==> src/rtl/mc_ctrl.sv <==
// rtl/mc_ctrl.sv - multi-cycle main controller for the MIPS datapath
// Sequences FETCH/DECODE/EXE/MEM/WB, drives datapath controls and counts retired instructions.
module mc_ctrl #(
   parameter int CNT_W = 32
) (
   input  logic             clk,
   input  logic             reset,
   input  logic [5:0]       Op,
   input  logic [5:0]       Funct,
   input  logic             Zero,
   input  logic             IMReady,
   input  logic             DMReady,
   output logic             PCWr,
   output logic             IRWr,
   output logic             RegWr,
   output logic             MemWr,
   output logic [1:0]       EXTOp,
   output logic [2:0]       ALUOp,
   output logic             ALUSrc,
   output logic [1:0]       RegDst,
   output logic [1:0]       WDSel,
   output logic [1:0]       NPCOp,
   output logic [2:0]       State,
   output logic             InstrDone,
   output logic             Illegal,
   output logic [CNT_W-1:0] RetireCnt
);

   localparam logic [2:0] S_FETCH  = 3'd0;
   localparam logic [2:0] S_DECODE = 3'd1;
   localparam logic [2:0] S_EXE    = 3'd2;
   localparam logic [2:0] S_MEM    = 3'd3;
   localparam logic [2:0] S_WB     = 3'd4;

   logic is_rtype, is_addu, is_subu, is_jr;
   logic is_ori, is_lw, is_sw, is_beq, is_lui, is_j, is_jal;
   logic legal;

   assign is_rtype = (Op == 6'b000000);
   assign is_addu  = is_rtype && (Funct == 6'b100001);
   assign is_subu  = is_rtype && (Funct == 6'b100011);
   assign is_jr    = is_rtype && (Funct == 6'b001000);
   assign is_ori   = (Op == 6'b001101);
   assign is_lw    = (Op == 6'b100011);
   assign is_sw    = (Op == 6'b101011);
   assign is_beq   = (Op == 6'b000100);
   assign is_lui   = (Op == 6'b001111);
   assign is_j     = (Op == 6'b000010);
   assign is_jal   = (Op == 6'b000011);
   assign legal    = is_addu | is_subu | is_jr | is_ori | is_lw | is_sw |
                     is_beq | is_lui | is_j | is_jal;

   // Immediate/ALU selects chosen in EXE and held through MEM/WB
   logic [1:0] exe_ext;
   logic [2:0] exe_alu;
   logic       exe_src;

   assign exe_ext = is_lui ? 2'd3 : is_beq ? 2'd2 : (is_lw | is_sw) ? 2'd1 : 2'd0;
   assign exe_alu = is_ori ? 3'd2 : (is_subu | is_beq) ? 3'd1 : 3'd0;
   assign exe_src = is_ori | is_lw | is_sw;

   logic [2:0]       state_q, state_d;
   logic [CNT_W-1:0] retire_cnt_q, retire_cnt_d;
   logic             pc_wr, ir_wr, reg_wr, mem_wr, done, illegal;
   logic [1:0]       ext_op, reg_dst, wd_sel, npc_op;
   logic [2:0]       alu_op;
   logic             alu_src;

   always_ff @(posedge clk) begin
      if (reset) begin
         state_q      <= S_FETCH;
         retire_cnt_q <= '0;
      end else begin
         state_q      <= state_d;
         retire_cnt_q <= retire_cnt_d;
      end
   end

   assign retire_cnt_d = done ? retire_cnt_q + {{(CNT_W-1){1'b0}}, 1'b1} : retire_cnt_q;

   always_comb begin
      state_d = state_q;
      case (state_q)
         S_FETCH:  if (IMReady) state_d = S_DECODE;
         S_DECODE: state_d = (!legal || is_j || is_jal || is_jr) ? S_FETCH : S_EXE;
         S_EXE:    state_d = is_beq ? S_FETCH : (is_lw || is_sw) ? S_MEM : S_WB;
         S_MEM:    if (DMReady) state_d = is_lw ? S_WB : S_FETCH;
         S_WB:     state_d = S_FETCH;
         default:  state_d = S_FETCH;
      endcase
   end

   always_comb begin
      pc_wr   = 1'b0;
      ir_wr   = 1'b0;
      reg_wr  = 1'b0;
      mem_wr  = 1'b0;
      ext_op  = 2'd0;
      alu_op  = 3'd0;
      alu_src = 1'b0;
      reg_dst = 2'd0;
      wd_sel  = 2'd0;
      npc_op  = 2'd0;
      done    = 1'b0;
      illegal = 1'b0;
      case (state_q)
         S_FETCH: begin
            ir_wr = IMReady;
            pc_wr = IMReady;
         end
         S_DECODE: begin
            if (!legal) begin
               illegal = 1'b1;
            end else if (is_j || is_jal) begin
               pc_wr  = 1'b1;
               npc_op = 2'd2;
               done   = 1'b1;
               if (is_jal) begin
                  reg_wr  = 1'b1;
                  reg_dst = 2'd2;
                  wd_sel  = 2'd2;
               end
            end else if (is_jr) begin
               pc_wr  = 1'b1;
               npc_op = 2'd3;
               done   = 1'b1;
            end
         end
         S_EXE: begin
            ext_op  = exe_ext;
            alu_op  = exe_alu;
            alu_src = exe_src;
            if (is_beq) begin
               npc_op = 2'd1;
               pc_wr  = Zero;
               done   = 1'b1;
            end
         end
         S_MEM: begin
            ext_op  = 2'd1;
            alu_src = 1'b1;
            mem_wr  = is_sw;
            done    = is_sw && DMReady;
         end
         S_WB: begin
            ext_op  = exe_ext;
            alu_op  = exe_alu;
            alu_src = exe_src;
            reg_wr  = 1'b1;
            done    = 1'b1;
            reg_dst = (is_addu || is_subu) ? 2'd1 : 2'd0;
            wd_sel  = is_lui ? 2'd3 : is_lw ? 2'd1 : 2'd0;
         end
         default: ;
      endcase
   end

   // Reset blocks every write so an aborted instruction leaves no partial state
   assign PCWr      = pc_wr   & ~reset;
   assign IRWr      = ir_wr   & ~reset;
   assign RegWr     = reg_wr  & ~reset;
   assign MemWr     = mem_wr  & ~reset;
   assign InstrDone = done    & ~reset;
   assign Illegal   = illegal & ~reset;
   assign EXTOp     = ext_op;
   assign ALUOp     = alu_op;
   assign ALUSrc    = alu_src;
   assign RegDst    = reg_dst;
   assign WDSel     = wd_sel;
   assign NPCOp     = npc_op;
   assign State     = state_q;
   assign RetireCnt = retire_cnt_q;

endmodule

==> config.mk <==
export PLATFORM = sky130hd
export DESIGN_NAME = mc_ctrl
export DESIGN_NICKNAME = d
export VERILOG_FILES = /design/src/rtl/mc_ctrl.sv
export SDC_FILE = /design/constraint.sdc
export NUM_CORES = 1
export LEC_CHECK = 0
export CAP_MARGIN = 10
export CORE_MARGIN = 1.5
export CORE_UTILIZATION = 50
export CTS_CLUSTER_DIAMETER = 100
export DETAILED_ROUTE_END_ITERATION = 10
export HOLD_SLACK_MARGIN = 0.1
export PLACE_DENSITY_LB_ADDON = 0.08
export SLEW_MARGIN = 0
export SYNTH_ARGS = -nofsm -noshare
export SYNTH_HDL_FRONTEND = slang
export SYNTH_SLANG_ARGS = --single-unit
==> constraint.sdc <==
create_clock -name clk -period 7.3 [get_ports clk]
set_input_delay 2.19 -clock clk [delete_from_list [all_inputs] [get_ports clk]]
set_output_delay 2.19 -clock clk [all_outputs]
set_load 0.01 [all_outputs]
==> summary.md, run 1 <==
| Metric | Value |
|---|---|
| Layout cells sized above 1 | `6.67%` |
| Pins over their slew limit | `0` |
| DR pass1 iterations | `4` |
| Routed Antenna Nets | `0` |
| Setup Buffers After CTS | `0` |
| HP Start | `RetireCnt[31]` |
| Final period util | `94.6%` |
| Main synth FF type | `dfxtp_1` |
| # port buffers | `68` |
| Final Util | `69.6%` |
| Root Buffer | `clkbuf_8` |
| Lkg Pwr | `0.909 nW` |
| Via count | `2,485` |
| Cts hold-fix bufs | `0` |
| Die height | `69.7 µm` |
| Crit path DAT | `4.71 ns` |
| Count of different cell masters after synthesis | `50` |
| # nets final | `362` |
| Min Hold Slack | `0.496 ns` |
| Core area | `4320 µm²` |
| Syn Nets | `303` |
| Crit Path Category | `in -> out` |
| Area of the die | `4860 µm²` |
| Hold Vio Cnt, Final | `0` |
| Setup violators final | `0` |
| Worst slew pin tran | `0.689 ns` |
| Fmax | `145 MHz` |
| Post-place instance area | `2900 µm²` |
| Starting DRT DRC Count | `186` |
| Die W | `69.7 µm` |
| Vias in the first global route | `2,097` |
| R2R Path Start | `State[0]` |
| Placed insts | `389` |
| Placement Rows | `24` |
| Post-synth EDFFs | `0` |
| Routability cong. | `0.965` |
| DP HPWL | `4340 µm` |
| Mean Syn Cell Area | `7.80 µm²` |
| Via-per-instance ratio | `6.26` |
| PwrDens | `135 nW/µm²` |
| Setup TNS | `0 ns` |
| Synth Instances | `285` |
| Post-Place Setup Slack | `0.431 ns` |
| CTS buffer count | `5` |
| CTS tree | `done` |
| CP startpoint | `Op[2]` |
| Htree depth | `2` |
| Pwr Total | `0.407 mW` |
| Worst hold path type | `reg -> reg` |
| Layout Skew | `0.0105 ns` |
| Global Route Usage Sum | `25.3%` |
| Clock tree buffer depth | `2` |
| Peak VDD IR | `0.000105 V` |
| Synth Cell Area | `2220 µm²` |
| Initial core utilization | `51.4%` |
| Clock Latency Late Sink | `0.30 ns` |
| Antenna fix cells | `0` |
| Gr ovfl total | `0` |
| Post-route cell area | `3010 µm²` |
| Setup crit end kind | `primary output` |
| CTS Sinks | `35` |
| Outcome | `complete, no violations` |
| Post_cts resized | `0` |
| Initial antenna violation count | `0` |
| Drc violations | `0` |
| First-pass GRT wire length | `10,100 µm` |
| Avg WL per Cell | `15.4 µm` |
| Finished Layout Cells | `397` |
| Unrepaired setup endpoints after global routing | `false` |
| Startpoint Class | `input port` |
| Crit path max fanout | `10` |
| Worst EP required | `5.11 ns` |
| Largest net degree at the start of global routing | `61` |
| Routed wire length | `6120 µm` |
| Slew headroom | `53.6%` |
| I/O Pins | `70` |
| Sequential fraction of the synthesis area | `31.5%` |
| Most frequent cells in the layout | `clkdlybuf4s50_1 (68), dfxtp_1 (35), a21oi_1 (34)` |
| Synth Register Bits | `35` |
| CTS clock-pin slew for the worst setup and hold paths | `0.07 ns` |
| Max Cap Viol | `0` |
| Tmin final | `6.90 ns` |
| Async set-reset flop share out of synthesis | `0%` |
| Yosys warns | `0` |
| Slack of the critical path | `0.395 ns` |
| Most common cell after layout, fill and taps aside | `clkdlybuf4s50_1` |
| Area growth syn-to-layout | `35.5%` |
## power by group
| group | total (mW) | switching (mW) | internal, mW |
|---|---|---|---|
| Clock | 0.181 | 0.0780 | 0.103 |
| Sequential | 0.193 | 0.00165 | 0.191 |
| Combinational | 0.0329 | 0.0168 | 0.0161 |
## worst paths after layout
path                                       to  slack, ns  depth (start not counted)
worst max-delay path                  Illegal       0.40                          7
worst max register to register   RetireCnt[6]       4.73                          6
worst min-delay path            RetireCnt[31]       0.50                          2
worst min register to register  RetireCnt[31]       0.50                          2
## critical path, cell delays in order
cell and delay, ns:
clkdlybuf4s50_1 0.68, nand4b_1 0.19, or2_2 0.17, o21ai_0 0.12
or4b_2 0.63, nor3_1 0.16, clkdlybuf4s50_1 0.57
## kinds of logic after synthesis
family | share of synthesized area, %
fa+ha+maj | 0.563
buf+inv | 4.33
xor+xnor | 0.394
compound gates | 22.3
flops | 31.5
mux | 1.91
other cells | 0.169
simple gates | 38.8
## routing by layer
metal	share of wire (%)	vias up	track usage, %
met5	0	-	0
met2	48	82	38.8
li1	-	1220	-
met4	1.6	0	10.0
met1	45	1173	34.4
met3	5.9	10	5.96
## state kept, by name (all words and copies together) (netlist names)
signal     cells
RetireCnt     32
State          3
## cell usage after synthesis, types with 3 or more instances
cell type  count  share of area (%)
dfxtp_1       35                 32
a21oi_1       34                7.7
nand2_1       24                4.1
or4_1         19                6.4
o31ai_1       18                6.1
nor2_1        17                2.9
nand3_1       15                3.4
clkbuf_1      13                2.2
nand4_1       12                3.4
o21ai_0       11                2.5
or3_1          8                2.3
and3_1         6                1.7
nor2b_1        6                1.7
nor4_1         6                1.7
nor3_1         5                1.1
nor3b_1        5                1.7
and2_1         3               0.84
nand2b_1       3               0.84
o21ba_2        3                1.4
## layout make-up
class	count	area, µm²
clock buffer	5	68.8
fill	376	1310
inverter	2	7.51
multi-input combinational	230	1430
timing repair buffer	70	696
clock inverter	3	47.5
sequential	35	701
tap	52	65.1
Power figures use the tool's default switching activity.
==> run 2: changes to the inputs <==
--- a/config.mk
+++ b/config.mk
@@ -5,9 +5,11 @@
 export SDC_FILE = /design/constraint.sdc
 export NUM_CORES = 1
 export LEC_CHECK = 0
+export ABC_AREA = 1
 export CAP_MARGIN = 10
+export CORE_ASPECT_RATIO = 0.5
 export CORE_MARGIN = 1.5
-export CORE_UTILIZATION = 50
+export CORE_UTILIZATION = 53
 export CTS_CLUSTER_DIAMETER = 100
 export DETAILED_ROUTE_END_ITERATION = 10
 export HOLD_SLACK_MARGIN = 0.1
==> run 2 against run 1 <==
Effect of this change:
- design area increased by 14%
- register-to-register slack improved by 0.48 ns
- critical endpoint is now PCWr
- largest power group unchanged
- sequential share of layout area is 2.9 points lower
- combinational power up 14%
- worst setup slack improved by 0.50 ns
- via count rose by 18%
- critical path type unchanged
- core utilization rose by 5.2 points
==> summary.md, run 2 <==
| Metric | Value |
|---|---|
| Finished Layout Cells | `569 (+43%)` |
| Avg WL per Cell | `12.3 µm (-20%)` |
| Max reg flops | `32 (unchanged)` |
| Max Cap Viol | `0 (unchanged)` |
| Top cell type's share of synthesized area | `26.6% (-4.9 points)` |
| Synth Instances | `436 (+53%)` |
| Crit path DAT | `4.22 ns (-0.49 ns)` |
| Yosys warns | `0 (unchanged)` |
| Main synth FF type | `dfxtp_1` |
| CTS tree | `done` |
| Routed Antenna Nets | `0 (unchanged)` |
| Via count | `2,930 (+18%)` |
| Drc violations | `0 (unchanged)` |
| Placement Rows | `17 (-29%)` |
| Tmin final | `6.41 ns (-0.497 ns)` |
| Layout cells sized above 1 | `9.74% (+3.1 points)` |
| Largest net degree at the start of global routing | `33 (-46%)` |
| Most common cell after layout, fill and taps aside | `nand2_1` |
| Startpoint Class | `input port` |
| Vias in the first global route | `2,442 (+16%)` |
| Crit Path Category | `in -> out` |
| Cts hold-fix bufs | `0 (unchanged)` |
| R2R Path Start | `RetireCnt[0]` |
| Fmax | `156 MHz (+7.8%)` |
| Outcome | `complete, no violations` |
| Htree depth | `2 (unchanged)` |
| Core area | `4590 µm² (+6.3%)` |
| DP HPWL | `5300 µm (+22%)` |
| Post-synth EDFFs | `0 (unchanged)` |
| Worst slew pin tran | `0.703 ns (+0.0141 ns)` |
| Setup violators final | `0 (unchanged)` |
| Crit path max fanout | `6 (-4)` |
| Routed wire length | `7020 µm (+15%)` |
| Setup crit end kind | `primary output` |
| Slew headroom | `53.0% (-0.66 points)` |
| Antenna fix cells | `0 (unchanged)` |
| Via-per-instance ratio | `5.15 (-18%)` |
| Area growth syn-to-layout | `30.4%` |
| Async set-reset flop share out of synthesis | `0% (unchanged)` |
| Final period util | `87.8% (-6.8 points)` |
| Placed insts | `561 (+44%)` |
| Leading area contributor after synthesis | `dfxtp_1` |
| Clock tree buffer depth | `2 (unchanged)` |
| Die W | `103 µm (+47%)` |
| PwrDens | `111 nW/µm² (-18%)` |
| CTS Sinks | `35 (unchanged)` |
| Initial antenna violation count | `0 (unchanged)` |
| Mean Syn Cell Area | `6.04 µm² (-23%)` |
| CP startpoint | `Op[1]` |
| Lkg Pwr | `1.25 nW (+38%)` |
| Peak VDD IR | `0.0000670 V (-36%)` |
| CTS clock-pin slew for the worst setup and hold paths | `0.07 ns (about the same)` |
| Syn Nets | `454 (+50%)` |
| Synth Register Bits | `35 (unchanged)` |
| Starting DRT DRC Count | `160 (-14%)` |
| Most numerous cell in the Yosys netlist | `nand2_1` |
| Sequential fraction of the synthesis area | `26.6% (-4.9 points)` |
| Layout Skew | `0.00614 ns (-0.00438 ns)` |
| Routability cong. | `1.01 (+4.4%)` |
| Most frequent cells after synthesis | `nand2_1 (159), nor2_1 (72), dfxtp_1 (35)` |
| Root Buffer | `clkbuf_8` |
| Fillers | `393 (+4.5%)` |
| Global Route Usage Sum | `26.9% (+1.6 points)` |
| Setup Buffers After CTS | `0 (unchanged)` |
| Worst EP required | `5.11 ns (about the same)` |
| Clock Latency Late Sink | `0.29 ns (about the same)` |
| Setup TNS | `0 ns (unchanged)` |
| Post_cts resized | `0 (unchanged)` |
| # nets final | `520 (+44%)` |
| Most area-consuming cells after synthesis | `dfxtp_1 (27%), nand2_1 (23%), nor2_1 (10%)` |
| Count of different cell masters after synthesis | `28 (-44%)` |
| Gr ovfl total | `0 (unchanged)` |
| HP Start | `RetireCnt[31]` |
| Initial core utilization | `57.4% (+5.9 points)` |
| Area of the die | `5430 µm² (+12%)` |
| Most frequent cells in the layout | `nand2_1 (159), nor2_1 (72), clkdlybuf4s50_1 (68)` |
| Die height | `52.9 µm (-24%)` |
| R2R Setup Slk | `5.21 ns (+0.48 ns)` |
| DR pass1 iterations | `4 (unchanged)` |
| Unrepaired setup endpoints after global routing | `false` |
| I/O Pins | `70 (unchanged)` |
| Worst hold path type | `reg -> reg` |
| CTS buffer count | `5 (unchanged)` |
| First-pass GRT wire length | `11,200 µm (+11%)` |
| # port buffers | `68 (unchanged)` |
| Synth Cell Area | `2640 µm² (+19%)` |
| Hold Vio Cnt, Final | `0 (unchanged)` |
| Pins over their slew limit | `0 (unchanged)` |
-- run 2: changes by cell type after synthesis, moves of 10 or more --
cell / before / now
nand2_1: 24 / 159
nor2_1: 17 / 72
inv_1: 2 / 29
or4_1: 19 / 0
o31ai_1: 18 / 0
nand2_2: 1 / 13
xor2_1: 1 / 12
a21oi_2: 0 / 10
-- run 2: final timing paths --
| kind | to | depth (start not counted) |
|---|---|---|
| max | PCWr | 11 |
| min | RetireCnt[31] | 2 |
| max reg2reg | RetireCnt[16] | 8 |
| min reg2reg | RetireCnt[31] | 2 |
-- run 2: metal layers --
metal | up-vias | global-route usage [%] | wire length [µm]
li1 | 1501 | - | -
met1 | 1301 | 35.6 | 3270
met2 | 119 | 43.3 | 3080
met3 | 9 | 7.53 | 596
met4 | 0 | 7.31 | 71
met5 | - | 0 | 0
-- run 2: area by class of cell --
cell class / count / area, µm² / share of cell area [%]
well taps: 66 / 82.6 / 2.40
multi-input cells: 356 / 1730 / 50.3
flip-flops and latches: 35 / 701 / 20.4
clock buffers: 8 / 100 / 2.91
inverters: 34 / 128 / 3.71
repair buffers: 70 / 696 / 20.2
-- run 2: per-stage QoR --
| step | hold WS, ns | utilization (%) | area [µm²] | setup slack [ns] | total power, mW |
|---|---|---|---|---|---|
| after CTS | 0.518 | 74.8 | 3440 | 0.938 | 0.385 |
| after global placement | 0.482 | 72.6 | 3340 | 1.03 | 0.234 |
| after global routing | 0.539 | 74.8 | 3440 | 0.755 | 0.398 |
| final | 0.511 | 74.8 | 3440 | 0.892 | 0.383 |
| after floorplan | 0.506 | - | 2640 | 1.94 | 0.216 |
| after detailed placement | 0.505 | 72.6 | 3340 | 0.956 | 0.234 |
-- run 2: cells by family after synthesis --
| kind of cell | count (synthesis) | share of synthesized area [%] |
|---|---|---|
| DFF | 35 | 26.6 |
| adders and majority gates | 1 | 0.475 |
| buffers and inverters | 45 | 7.74 |
| other | 1 | 0.142 |
| AOI/OAI and AO/OA | 43 | 9.59 |
| and+or+nand+nor | 291 | 48.8 |
| xor gates and xnor gates | 20 | 6.65 |
-- run 2: where the power goes --
part | internal, mW | switching, mW
sequential | 0.192 | 0.00118
combinational | 0.0164 | 0.0211
clock | 0.0861 | 0.0668
-- run 2: critical path, stage by stage --
cell and delay (ns):
clkdlybuf4s50_1 0.50, nor2_2 0.22, nand2_2 0.10, nor2_4 0.13, nand2_1 0.09, nand2_2 0.10, nand2_2 0.08, inv_1 0.10
nor2_1 0.05, nor2_1 0.08, clkdlybuf4s50_1 0.57
